## config.mk

```make
export PLATFORM = sky130hd
export DESIGN_NAME = digit_scan_mux
export DESIGN_NICKNAME = d
export VERILOG_FILES = /design/src/rtl/digit_scan_mux.sv
export SDC_FILE = /design/constraint.sdc
export NUM_CORES = 1
export LEC_CHECK = 0
export CAP_MARGIN = 20
export CORE_ASPECT_RATIO = 2
export CORE_MARGIN = 10
export CORE_UTILIZATION = 54
export DETAILED_ROUTE_END_ITERATION = 10
export PLACE_DENSITY = 0.8
export SYNTH_ARGS = -nofsm -noshare
export SYNTH_HDL_FRONTEND = slang
export SYNTH_SLANG_ARGS = --single-unit
```

## constraint.sdc

```tcl
create_clock -name clk -period 2.8 [get_ports clk]
set_input_delay 0.56 -clock clk [delete_from_list [all_inputs] [get_ports clk]]
set_output_delay 0.56 -clock clk [all_outputs]
set_load 0.01 [all_outputs]
```

## src/rtl/digit_scan_mux.sv

```systemverilog
// Purpose : time-multiplexed seven-segment digit scanner with a double-buffered display word.
// Latency : outputs decode combinationally from registered state; a load shows up at the next frame wrap.
// Backpress: none; load is always accepted, and a later load overwrites an uncommitted one.
module digit_scan_mux #(
    parameter int NUM_DIGITS    = 4,
    parameter int DIV           = 50000,
    parameter bit AN_ACTIVE_LOW = 1'b1,
    localparam int IW           = $clog2(NUM_DIGITS),
    localparam int PW           = (DIV > 1) ? $clog2(DIV) : 1
) (
    input  logic                    clk,
    input  logic                    rst,
    input  logic [4*NUM_DIGITS-1:0] value_in,
    input  logic [NUM_DIGITS-1:0]   blank_in,
    input  logic                    load,
    output logic                    pending,
    output logic                    w,
    output logic                    x,
    output logic                    y,
    output logic                    z,
    output logic [NUM_DIGITS-1:0]   an,
    output logic [IW-1:0]           digit_idx,
    output logic                    frame_tick
);

    localparam logic [IW-1:0] LAST_IDX = IW'(NUM_DIGITS - 1);
    localparam logic [PW-1:0] LAST_PS  = PW'(DIV - 1);

    // One display word: nibbles plus per-digit blank mask
    typedef struct packed {
        logic [4*NUM_DIGITS-1:0] value;
        logic [NUM_DIGITS-1:0]   blank;
    } disp_t;

    logic [PW-1:0] prescaler;
    logic          step;
    logic          wrap;
    disp_t         shadow;
    disp_t         active;
    logic [3:0]    nibble;
    logic [NUM_DIGITS-1:0] an_act;

    assign step = (prescaler == LAST_PS);
    assign wrap = step && (digit_idx == LAST_IDX);

    // Dwell counter: one step every DIV cycles
    always_ff @(posedge clk) begin
        if (rst) begin
            prescaler <= '0;
        end else if (step) begin
            prescaler <= '0;
        end else begin
            prescaler <= prescaler + 1'b1;
        end
    end

    // Digit sequencer and first-cycle-of-frame pulse
    always_ff @(posedge clk) begin
        if (rst) begin
            digit_idx  <= '0;
            frame_tick <= 1'b0;
        end else begin
            frame_tick <= wrap;
            if (step) begin
                digit_idx <= (digit_idx == LAST_IDX) ? '0 : digit_idx + 1'b1;
            end
        end
    end

    // Double buffer: commit takes the pre-edge shadow, so a load on the wrap edge waits a frame
    always_ff @(posedge clk) begin
        if (rst) begin
            shadow  <= '0;
            active  <= '{value: '0, blank: '1};
            pending <= 1'b0;
        end else begin
            if (wrap && pending) begin
                active <= shadow;
            end
            if (load) begin
                shadow  <= '{value: value_in, blank: blank_in};
                pending <= 1'b1;
            end else if (wrap) begin
                pending <= 1'b0;
            end
        end
    end

    // Nibble select and one-hot digit enable; nibble is driven even for blanked digits
    always_comb begin
        nibble = active.value[4*digit_idx +: 4];
        an_act = '0;
        for (int k = 0; k < NUM_DIGITS; k++) begin
            an_act[k] = (digit_idx == IW'(k)) && !active.blank[k];
        end
    end

    assign {w, x, y, z} = nibble;
    assign an = AN_ACTIVE_LOW ? ~an_act : an_act;

endmodule

```

==> After elaboration in Yosys (flattened, before gate mapping) <==
Index checks and enable logic that the tools add are counted.
{ "totals": {"out_inout_bits": 12, "ff_bits": 60} }
{ "op_classes": {"shift": 1, "add_sub_neg": 2, "n_eq_ne": 4, "bitwise_logic": 1, "mux": 3, "reduce_logical": 13} }
{ "ops": {"columns": ["operator", "count"], "rows": [
  ["$add A16 B1 Y16 const B", 1],
  ["$eq A16 B16 Y1 const B", 1],
  ["$shiftx A16 B5 Y4", 1],
  ["$logic_and A1 B1 Y1", 6],
  ["$eq A2 B2 Y1 const B", 2],
  ["$logic_not A1 Y1", 4],
  ["$not A4 Y4", 1],
  ["$add A2 B1 Y2 const B", 1],
  ["$eq A2 B1 Y1 const B", 1],
  ["$logic_not A2 Y1", 1],
  ["$mux W1", 2],
  ["$mux W2", 1],
  ["$reduce_bool A2 Y1", 1],
  ["$reduce_or A2 Y1", 1]
]} }

==> Logic depth before layout (Yosys ltp) <==
Gate-level depths: netlist of run 1.
{ "logic_depth": {"depth_word": 4, "depth_mapped": 7} }

==> Least setup slack after synthesis of run 1 <==
No wires, ideal clock.
{ "synth_path": {"kind": "register -> register", "startpoint": "reg prescaler[11]", "endpoint": "reg active[1] (netlist name)", "path_stages_with_launch": 7, "setup_time_ns": 0.072, "arrival_time_ns": 1.870, "slack_ns": 0.858, "path_buffers": 2, "period_less_slack_ns": 1.942, "cell_sequence": "dfxtp_1 or4b_4 nor4_4 and3_1 buf_6 buf_12 mux2i_1"} }
{ "synth_via": {"elab_chain_len": 3} }
{ "synth_rtl": {"columns": ["item", "line_no", "rtl"], "rows": [
  ["start: declaration", "35", "logic [PW-1:0] prescaler;"],
  ["start signal: assignment", "53", "prescaler <= prescaler + 1'b1;"],
  ["$eq A16 B16 Y1", "43", "assign step = (prescaler == LAST_PS);"],
  ["$logic_and A1 B1 Y1", "44", "assign wrap = step && (digit_idx == LAST_IDX);"],
  ["$logic_and A1 B1 Y1", "77", "if (wrap && pending) begin"],
  ["end signal: assignment", "74", "active <= '{value: '0, blank: '1};"],
  ["end signal: assignment", "78", "active <= shadow;"],
  ["end: declaration", "39", "disp_t active;"]
]} }
No other way between the ends.
A chain may end at the register's enable or synchronous reset.

==> Worst setup path in the final report of run 1 <==
{ "layout_path": {"startpoint": "reg digit_idx[0]", "endpoint": "out x"} }
{ "layout_via": {"elab_chain_len": 1} }
{ "layout_rtl": {"columns": ["item", "line_no", "rtl"], "rows": [
  ["start: declaration", "22", "output logic [IW-1:0] digit_idx,"],
  ["start signal: assignment", "65", "digit_idx <= (digit_idx == LAST_IDX) ? '0 : digit_idx + 1'b1;"],
  ["$shiftx A16 B5 Y4", "91", "nibble = active.value[4*digit_idx +: 4];"],
  ["end: declaration", "18", "output logic x,"]
]} }
No other way between the ends.

==> results of run 1 <==
[flip-flops by register name, indices dropped and copies added (netlist names)]
name and flops:
active 20, digit_idx 2, frame_tick 1, pending 1
prescaler 16, shadow 20
[final timing paths]
kind	depth (start not counted)	to
worst max-delay path	2	x
worst min-delay path	1	prescaler[0]
worst max register to register	5	active[8]
worst min register to register	1	prescaler[0]
[final cells by class]
type | instances | area [sq um]
sequential | 60 | 1200
inverter | 7 | 26.3
tap | 57 | 71.3
timing repair buffer | 37 | 358
multi-input combinational | 182 | 1330
clock inverter | 1 | 30.0
fill | 404 | 1640
clock buffer | 14 | 173
[cell usage after synthesis (all sizes together)]
cell type  instances  area (sq um)
a311oi             1          8.76
and3               1          6.26
buf                7          68.8
clkbuf             9          33.8
dfxtp             60          1200
ha                 5          62.6
inv                7          26.3
mux2i             42           420
mux4               4          90.1
nand2              5          18.8
nand2b            36           225
nand3              4          20.0
nand3b             1          7.51
nand4              5          46.3
nor2              51           191
nor3               5          25.0
nor4               5          46.3
or2                1          6.26
or4b               2          27.5
xnor2             12           105
xor2               2          17.5
[worst reg2reg max path, cell delays in order (launching register included)]
cell and delay, ns:
dfxtp_1 0.45, or4b_4 0.51, nor4_4 0.44, and3_1 0.21, buf_4 0.32, mux2i_1 0.24
[power by group]
group	internal (W)	leakage, nW	switching [W]	total (W)
clock	0.000480	0.103	0.000304	0.000784
sequential	0.000876	0.488	0.0000135	0.000889
combinational	0.0000605	0.579	0.0000441	0.000105
[kinds of logic (layout without fill, tap and decap cells)]
| kind of cell | count (synthesis) | count (layout) | synth area share [%] |
|---|---|---|---|
| mux | 46 | 46 | 19.2 |
| compound gates | 1 | 1 | 0.330 |
| buf+inv | 23 | 59 | 4.85 |
| flops | 60 | 60 | 45.2 |
| simple gates | 116 | 116 | 23.4 |
| fa+ha+maj | 5 | 5 | 2.36 |
| xor+xnor | 14 | 14 | 4.62 |
[metrics by stage]
stage	hold slack (ns)	cells	area, sq um
after floorplan	0.430	265	2660
after global placement	0.451	343	2980
after detailed placement	0.455	343	2980
after CTS	0.471	358	3180
after global routing	0.486	358	3180
final	0.466	358	3180
[per-layer routing]
| metal | global-route usage, % | up-vias |
|---|---|---|
| met3 | 3.74 | 7 |
| met5 | 0 | - |
| met2 | 22.5 | 26 |
| met4 | 7.97 | 0 |
| met1 | 12.3 | 831 |
| li1 | - | 936 |
==> results.json, run 1 <==
{
  "outcome": "complete, no violations",
  "worst_path_largest_cell_delay_ns": 0.60,
  "worst_slack_ns": 0.239,
  "grt_use_total_pct": 12.6,
  "layout_min_cycle_time_ns": 2.56,
  "grt_pass1_wl_mm": 8.65,
  "antenna_found_initial": 0,
  "wl_met2_mm": 2.70,
  "synth_cell_types": 26,
  "synth_cells": 265,
  "highest_layer": "met4",
  "ys_seq_area_share_pct": 45.2,
  "die_y_um": 119,
  "routed_wl_mm": 4.95,
  "cts_hold_buf": 0,
  "grt-ovfl-total": 0,
  "nets": 325,
  "drive_above_1_share_pct": 8.31,
  "cp_data_required_time_ns": 2.24,
  "layout_commonest_cell": "dfxtp_1",
  "ff2ff_setup_slack_ns": 0.55,
  "cp-startpoint": "digit_idx[0]",
  "maxSlewViolCount": 0,
  "dr.pass1.iters": 4,
  "routedWlPerCell_um": 13.8,
  "r2r_start": "prescaler[9]",
  "cp_data_arrival_time_ns": 2.00,
  "drtAntennaViolNets": 0,
  "drtIter0Drc": 66,
  "synth_area_sq_um": 2660,
  "initial_core_util_pct": 55.1,
  "endpoint_kind": "output port",
  "critPathTopFamily": "flip-flops",
  "slew_headroom_pct": 62.1,
  "hpwl_mm": 3.46,
  "tns_ns": 0,
  "worstMarginPinSlew_ns": 0.568,
  "final_cell_mix": "dfxtp_1, nor2_1, mux2i_1, nand2b_1, clkdlybuf4s50_1",
  "cts_tree": "yes",
  "crit_buf_inv": 1,
  "cts_resized": 0,
  "slowest_stage": "dfxtp_1",
  "crit_type": "reg2out",
  "clk_path_buf_depth": 2,
  "grt_pass1_vias": 1893,
  "ys_seq_elements": 60,
  "fmax_ghz": 0.391,
  "synth_fp_nets": 293,
  "post-cts-setup-buffers": 0,
  "crit_fanout": 10,
  "area_growth_pct": 19.9,
  "drc": 0,
  "min-delay-start": "prescaler[0]",
  "p_total_w": 0.00178,
  "ys.warnings.count": 0,
  "gp_congestion": 0.837,
  "post-route-util_pct": 66.1,
  "rows": 36,
  "finalSetupViolCount": 0,
  "cts_buffers": 9,
  "finalCritPeriodShare_pct": 91.4,
  "startpoint_type": "flop",
  "clock_latency_ns": 0.33,
  "finalHoldViolCount": 0,
  "met3WireLength_um": 172,
  "cap_violations": 0,
  "port_buffers": 34,
  "die_x_um": 69.6,
  "power_density_nw_per_um2": 558,
  "wl_met1_mm": 1.99,
  "crit_path_cell_trace": "mux4_2 > clkdlybuf4s50_1",
  "die_area_sq_um": 8290,
  "grt_max_degree": 65,
  "grt_setup_unrepaired": "no",
  "hold_path_class": "reg2reg",
  "cellLeakagePower_nw": 1.17,
  "diodes": 0,
  "pre_cts_ws_ns": 0.568,
  "cts-root-buf": "clkbuf_8",
  "viasPerCell": 5.03,
  "vias": 1800,
  "path_clk_slew_ns": 0.06,
  "syn_area_per_cell_sq_um": 10.0,
  "core-area_sq_um": 4820,
  "clock-sinks": 60,
  "ir_drop_mv": 0.719,
  "finalClockSkew_ns": 0.00715,
  "pin_count": 35,
  "h-tree-depth": 3
}
Note: power is estimated with default switching activity, not from simulation.
==> run 2, diff against run 1 <==
--- a/config.mk
+++ b/config.mk
@@ -5,12 +5,13 @@
 export SDC_FILE = /design/constraint.sdc
 export NUM_CORES = 1
 export LEC_CHECK = 0
+export ABC_CLOCK_PERIOD_IN_PS = 3300
 export CAP_MARGIN = 20
 export CORE_ASPECT_RATIO = 2
 export CORE_MARGIN = 10
-export CORE_UTILIZATION = 54
+export CORE_UTILIZATION = 58
 export DETAILED_ROUTE_END_ITERATION = 10
-export PLACE_DENSITY = 0.8
+export PLACE_DENSITY = 0.85
 export SYNTH_ARGS = -nofsm -noshare
 export SYNTH_HDL_FRONTEND = slang
 export SYNTH_SLANG_ARGS = --single-unit
==> constraint.sdc (replaced) <==
create_clock -name clk -period 3.3 [get_ports clk]
set_input_delay 0.66 -clock clk [delete_from_list [all_inputs] [get_ports clk]]
set_output_delay 0.66 -clock clk [all_outputs]
set_load 0.01 [all_outputs]
==> results.json, run 2 (synthesized netlist as in run 1, its figures left out) <==
{
  "die_x_um": 67.8,
  "pin_count": 35,
  "vias": 1836,
  "cts_tree": "yes",
  "clk_path_buf_depth": 2,
  "post-cts-setup-buffers": 0,
  "ir_drop_mv": 0.577,
  "finalClockSkew_ns": 0.00622,
  "hold_path_class": "reg2reg",
  "finalCritPeriodShare_pct": 81.1,
  "power_density_nw_per_um2": 448,
  "fmax_ghz": 0.374,
  "layout_commonest_cell": "dfxtp_1",
  "drtAntennaViolNets": 0,
  "crit_fanout": 10,
  "slew_headroom_pct": 63.1,
  "crit_path_cell_trace": "mux4_2 > clkdlybuf4s50_1",
  "antenna_found_initial": 0,
  "startpoint_type": "flop",
  "dr.pass1.iters": 4,
  "grt_setup_unrepaired": "no",
  "core-area_sq_um": 4380,
  "gp_congestion": 0.797,
  "initial_core_util_pct": 60.6,
  "cp_data_arrival_time_ns": 2.02,
  "cap_violations": 0,
  "h-tree-depth": 3,
  "port_buffers": 34,
  "grt-ovfl-total": 0,
  "hold_ws_ns": 0.469,
  "layout_min_cycle_time_ns": 2.68,
  "instances_no_fill": 355,
  "clock-sinks": 60,
  "endpoint_kind": "output port",
  "grt_pass1_wl_mm": 8.66,
  "grt_pass1_vias": 1897,
  "outcome": "complete, no violations",
  "hpwl_mm": 3.56,
  "drive_above_1_share_pct": 8.31,
  "routedWlPerCell_um": 14.1,
  "reg.largest.list": "active (20), shadow (20), prescaler (16)",
  "drtIter0Drc": 46,
  "cellLeakagePower_nw": 1.16,
  "diodes": 0,
  "cts-root-buf": "clkbuf_8",
  "die_y_um": 116,
  "worstMarginPinSlew_ns": 0.553,
  "cts_resized": 0,
  "maxSlewViolCount": 0,
  "post-route-util_pct": 71.8,
  "die_area_sq_um": 7850,
  "grt_max_degree": 55,
  "dp_cells": 340,
  "viasPerCell": 5.17,
  "path_clk_slew_ns": 0.06,
  "cp_data_required_time_ns": 2.64,
  "drc": 0,
  "crit_type": "reg2out",
  "slowest_stage": "dfxtp_1",
  "rows": 34,
  "seqCellArea_sq_um": 1200,
  "finalHoldViolCount": 0,
  "final_cell_mix": "dfxtp_1, nor2_1, mux2i_1, nand2b_1, clkdlybuf4s50_1",
  "nFillCells": 337,
  "nets": 325,
  "cts_buffers": 9,
  "area_growth_pct": 18.5,
  "routed_wl_mm": 5.01,
  "worst_path_largest_cell_delay_ns": 0.62,
  "multi_input_area_sq_um": 1330,
  "grt_use_total_pct": 14.5,
  "finalSetupViolCount": 0,
  "cts_hold_buf": 0,
  "tns_ns": 0,
  "clock_latency_ns": 0.33
}
run 2: cell types whose count changed in the layout (fill, tap and decap cells not counted):
cell,change
bufinv_16,-1
clkbuf_8,-1
clkinv_2,+2
run 2: area by class of cell:
cell class	instances	area share [%]
Clock buffer	13	5.05
Clock inverter	2	0.318
Inverter	7	0.835
Multi-Input combinational cell	182	42.1
Sequential cell	60	38.2
Tap cell	54	2.15
Timing Repair Buffer	37	11.4
run 2: worst max-delay path, delay by kind of cell, from the launching register on:
kind / cells / cell delay, ns
flip-flops: 1 / 0.62
multiplexers: 1 / 0.56
buffers and inverters: 1 / 0.49
run 2: final timing paths:
kind | from | to | slack, ns | depth (start not counted)
min reg2reg | active[15] | active[15] | 0.47 | 2
min | active[15] | active[15] | 0.47 | 2
max reg2reg | prescaler[9] | active[11] | 0.97 | 5
max | digit_idx[0] | w | 0.62 | 2
run 2: per-stage QoR:
step / setup WS [ns] / power (W) / area [sq um]
3_5_place_dp: 0.972 / 0.000860 / 2980
5_1_grt: 0.547 / 0.00146 / 3150
3_3_place_gp: 0.991 / 0.000858 / 2980
2_1_floorplan: 1.34 / 0.000822 / 2660
6_report: 0.624 / 0.00141 / 3150
4_1_cts: 0.597 / 0.00143 / 3150
run 2: metal layers:
layer | vias up | track usage [%] | routed length (um)
li1 | 942 | - | -
met1 | 858 | 13.9 | 1910
met2 | 29 | 25.7 | 2760
met3 | 7 | 4.06 | 214
met4 | 0 | 9.18 | 113
met5 | - | 0 | 0
run 2: report_power, final:
part / total, W / internal, W / switching, W / leakage (nW)
sequential: 0.000754 / 0.000743 / 0.0000112 / 0.488
combinational: 0.0000885 / 0.0000512 / 0.0000373 / 0.579
clock: 0.000566 / 0.000307 / 0.000259 / 0.0893
==> run 3, diff against run 2 <==
==> config.mk (replaced) <==
export PLATFORM = sky130hd
export DESIGN_NAME = digit_scan_mux
export DESIGN_NICKNAME = d
export VERILOG_FILES = /design/src/rtl/digit_scan_mux.sv
export SDC_FILE = /design/constraint.sdc
export NUM_CORES = 1
export LEC_CHECK = 0
export ABC_CLOCK_PERIOD_IN_PS = 2300
export CAP_MARGIN = 20
export CORE_ASPECT_RATIO = 2
export CORE_MARGIN = 10
export CORE_UTILIZATION = 49
export DETAILED_ROUTE_END_ITERATION = 10
export PLACE_DENSITY = 0.77
export SYNTH_ARGS = -nofsm -noshare
export SYNTH_HDL_FRONTEND = slang
export SYNTH_SLANG_ARGS = --single-unit
==> constraint.sdc (replaced) <==
create_clock -name clk -period 2.3 [get_ports clk]
set_input_delay 0.46 -clock clk [delete_from_list [all_inputs] [get_ports clk]]
set_output_delay 0.46 -clock clk [all_outputs]
set_load 0.01 [all_outputs]
==> results.json, run 3 (synthesized netlist as in run 1, its figures left out) <==
{
  "grt_pass1_wl_mm": 9.02,
  "grt_use_total_pct": 12.6,
  "layout_min_cycle_time_ns": 2.21,
  "vias": 1859,
  "grt_setup_unrepaired": "no",
  "viasPerCell": 5.11,
  "grt_pass1_vias": 1935,
  "rows": 37,
  "crit_path_cell_trace": "buf_4 > ha_1 > nand2b_1 > clkdlybuf4s50_1",
  "p_int_w": 0.00192,
  "cts_hold_buf": 0,
  "finalHoldViolCount": 0,
  "outcome": "complete, no violations",
  "r2r_start": "prescaler[11]",
  "die_area_sq_um": 8940,
  "die_y_um": 124,
  "worstRegToRegCells": 5,
  "drc": 0,
  "hold_path_class": "reg2reg",
  "maxSlewViolCount": 0,
  "reg.largest.list": "active (20), shadow (20), prescaler (16)",
  "critPathTopFamily": "buffers and inverters",
  "routed_wl_mm": 5.17,
  "p_seq_share_pct": 45.5,
  "cts_buffers": 9,
  "h-tree-depth": 3,
  "sw_frac_of_total_pct": 19.2,
  "cp_data_arrival_time_ns": 1.75,
  "clock-sinks": 60,
  "grt-ovfl-total": 0,
  "startpoint_type": "flop",
  "worst_path_largest_cell_delay_ns": 0.54,
  "finalCritPeriodShare_pct": 96.1,
  "cap_violations": 0,
  "port_buffers": 34,
  "multi_input_area_sq_um": 1330,
  "diodes": 0,
  "pin_count": 35,
  "tns_ns": 0,
  "path_clk_slew_ns": 0.07,
  "whs_endpoint": "active[12]",
  "dr.pass1.iters": 4,
  "instances_no_fill": 364,
  "hpwl_mm": 3.78,
  "clk_path_buf_depth": 2,
  "cts_tree": "yes",
  "drive_above_1_share_pct": 10.8,
  "cp_data_required_time_ns": 1.84,
  "crit_fanout": 6,
  "power_density_nw_per_um2": 723,
  "seqCellArea_sq_um": 1210,
  "slew_headroom_pct": 66.3,
  "finalClockSkew_ns": 0.00737,
  "cellLeakagePower_nw": 1.22,
  "nets": 329,
  "r2r-end": "active[16]",
  "crit_buf_inv": 2,
  "fmax_ghz": 0.452,
  "dp_cells": 348,
  "final_cell_mix": "dfxtp_1, nor2_1, mux2i_1, nand2b_1, clkdlybuf4s50_1",
  "endpoint_kind": "output port",
  "crit_type": "reg2out",
  "min-delay-start": "shadow[12]",
  "ff2ff_setup_slack_ns": 0.31,
  "area_growth_pct": 23.6,
  "drtAntennaViolNets": 0,
  "grt_max_degree": 65,
  "post-cts-setup-buffers": 0,
  "gp_congestion": 0.836,
  "drtIter0Drc": 73,
  "initial_core_util_pct": 51.2,
  "antenna_found_initial": 0,
  "layout_commonest_cell": "dfxtp_1",
  "cts-root-buf": "clkbuf_8",
  "routedWlPerCell_um": 14.2,
  "worstMarginPinSlew_ns": 0.505,
  "hold_depth": 2,
  "clock_power_share_pct": 49.0,
  "finalSetupViolCount": 0,
  "nFillCells": 443,
  "die_x_um": 72.1,
  "ir_drop_mv": 0.571,
  "combPwrFrac_pct": 5.5,
  "core-area_sq_um": 5180,
  "clock_latency_ns": 0.32,
  "netSwitchingPower_w": 0.000455,
  "slowest_stage": "clkdlybuf4s50_1"
}
==> run 3: worst max path at each step <==
stage	from	endpoint	slack, ns	cells after the start
floorplan	prescaler[11]	active[1]	0.36	6
global placement	digit_idx[0]	an[0]	0.28	5
detailed placement	digit_idx[0]	an[2]	0.26	5
CTS	digit_idx[1]	an[0]	0.01	4
global route	digit_idx[0]	an[2]	0.004	5
finish	digit_idx[0]	an[3]	0.09	4
==> run 3: area by class of cell <==
type | count | share of cell area [%]
repair buffers | 41 | 12.2
clock buffers | 12 | 4.73
flip-flops and latches | 60 | 36.8
inverters | 7 | 0.801
multi-input cells | 182 | 40.4
well taps | 58 | 2.21
clock inverters | 4 | 2.90
==> run 3: repair_timing <==
item,CTS,global route
pin swaps,0,0
gates resized for setup,1,2
endpoints found under the setup margin,7,6
==> run 3: stage by stage <==
step           utilization, %  setup slack (ns)  power (W)  area [sq um]  hold slack (ns)
3_3_place_gp             58.3             0.284    0.00123          3030            0.447
3_5_place_dp             58.3             0.260    0.00124          3030            0.460
5_1_grt                  63.3           0.00362    0.00247          3280            0.497
6_report                 63.3            0.0890    0.00237          3280            0.466
4_1_cts                  63.2            0.0113    0.00241          3280            0.469
2_1_floorplan               -             0.358    0.00118          2660            0.430
==> run 3: metal layers <==
metal,track usage (%),share of wire (%)
met1,12.5,38
met2,22.7,56
met4,6.45,1.8
met3,3.98,4.1
met5,0,0
==> run 3: power groups by stage <==
stage	clock network, W	logic [W]	registers, W
2_1_floorplan	0	0.0000778	0.00110
3_3_place_gp	0	0.000128	0.00110
3_5_place_dp	0	0.000131	0.00111
4_1_cts	0.00119	0.000132	0.00108
5_1_grt	0.00125	0.000144	0.00108
6_report	0.00116	0.000129	0.00108
==> run 3: tightest hold or removal path, stage by stage (launching register included) <==
cell      delay [ns]
dfxtp_1         0.31
nand2b_1        0.06
mux2i_1         0.06
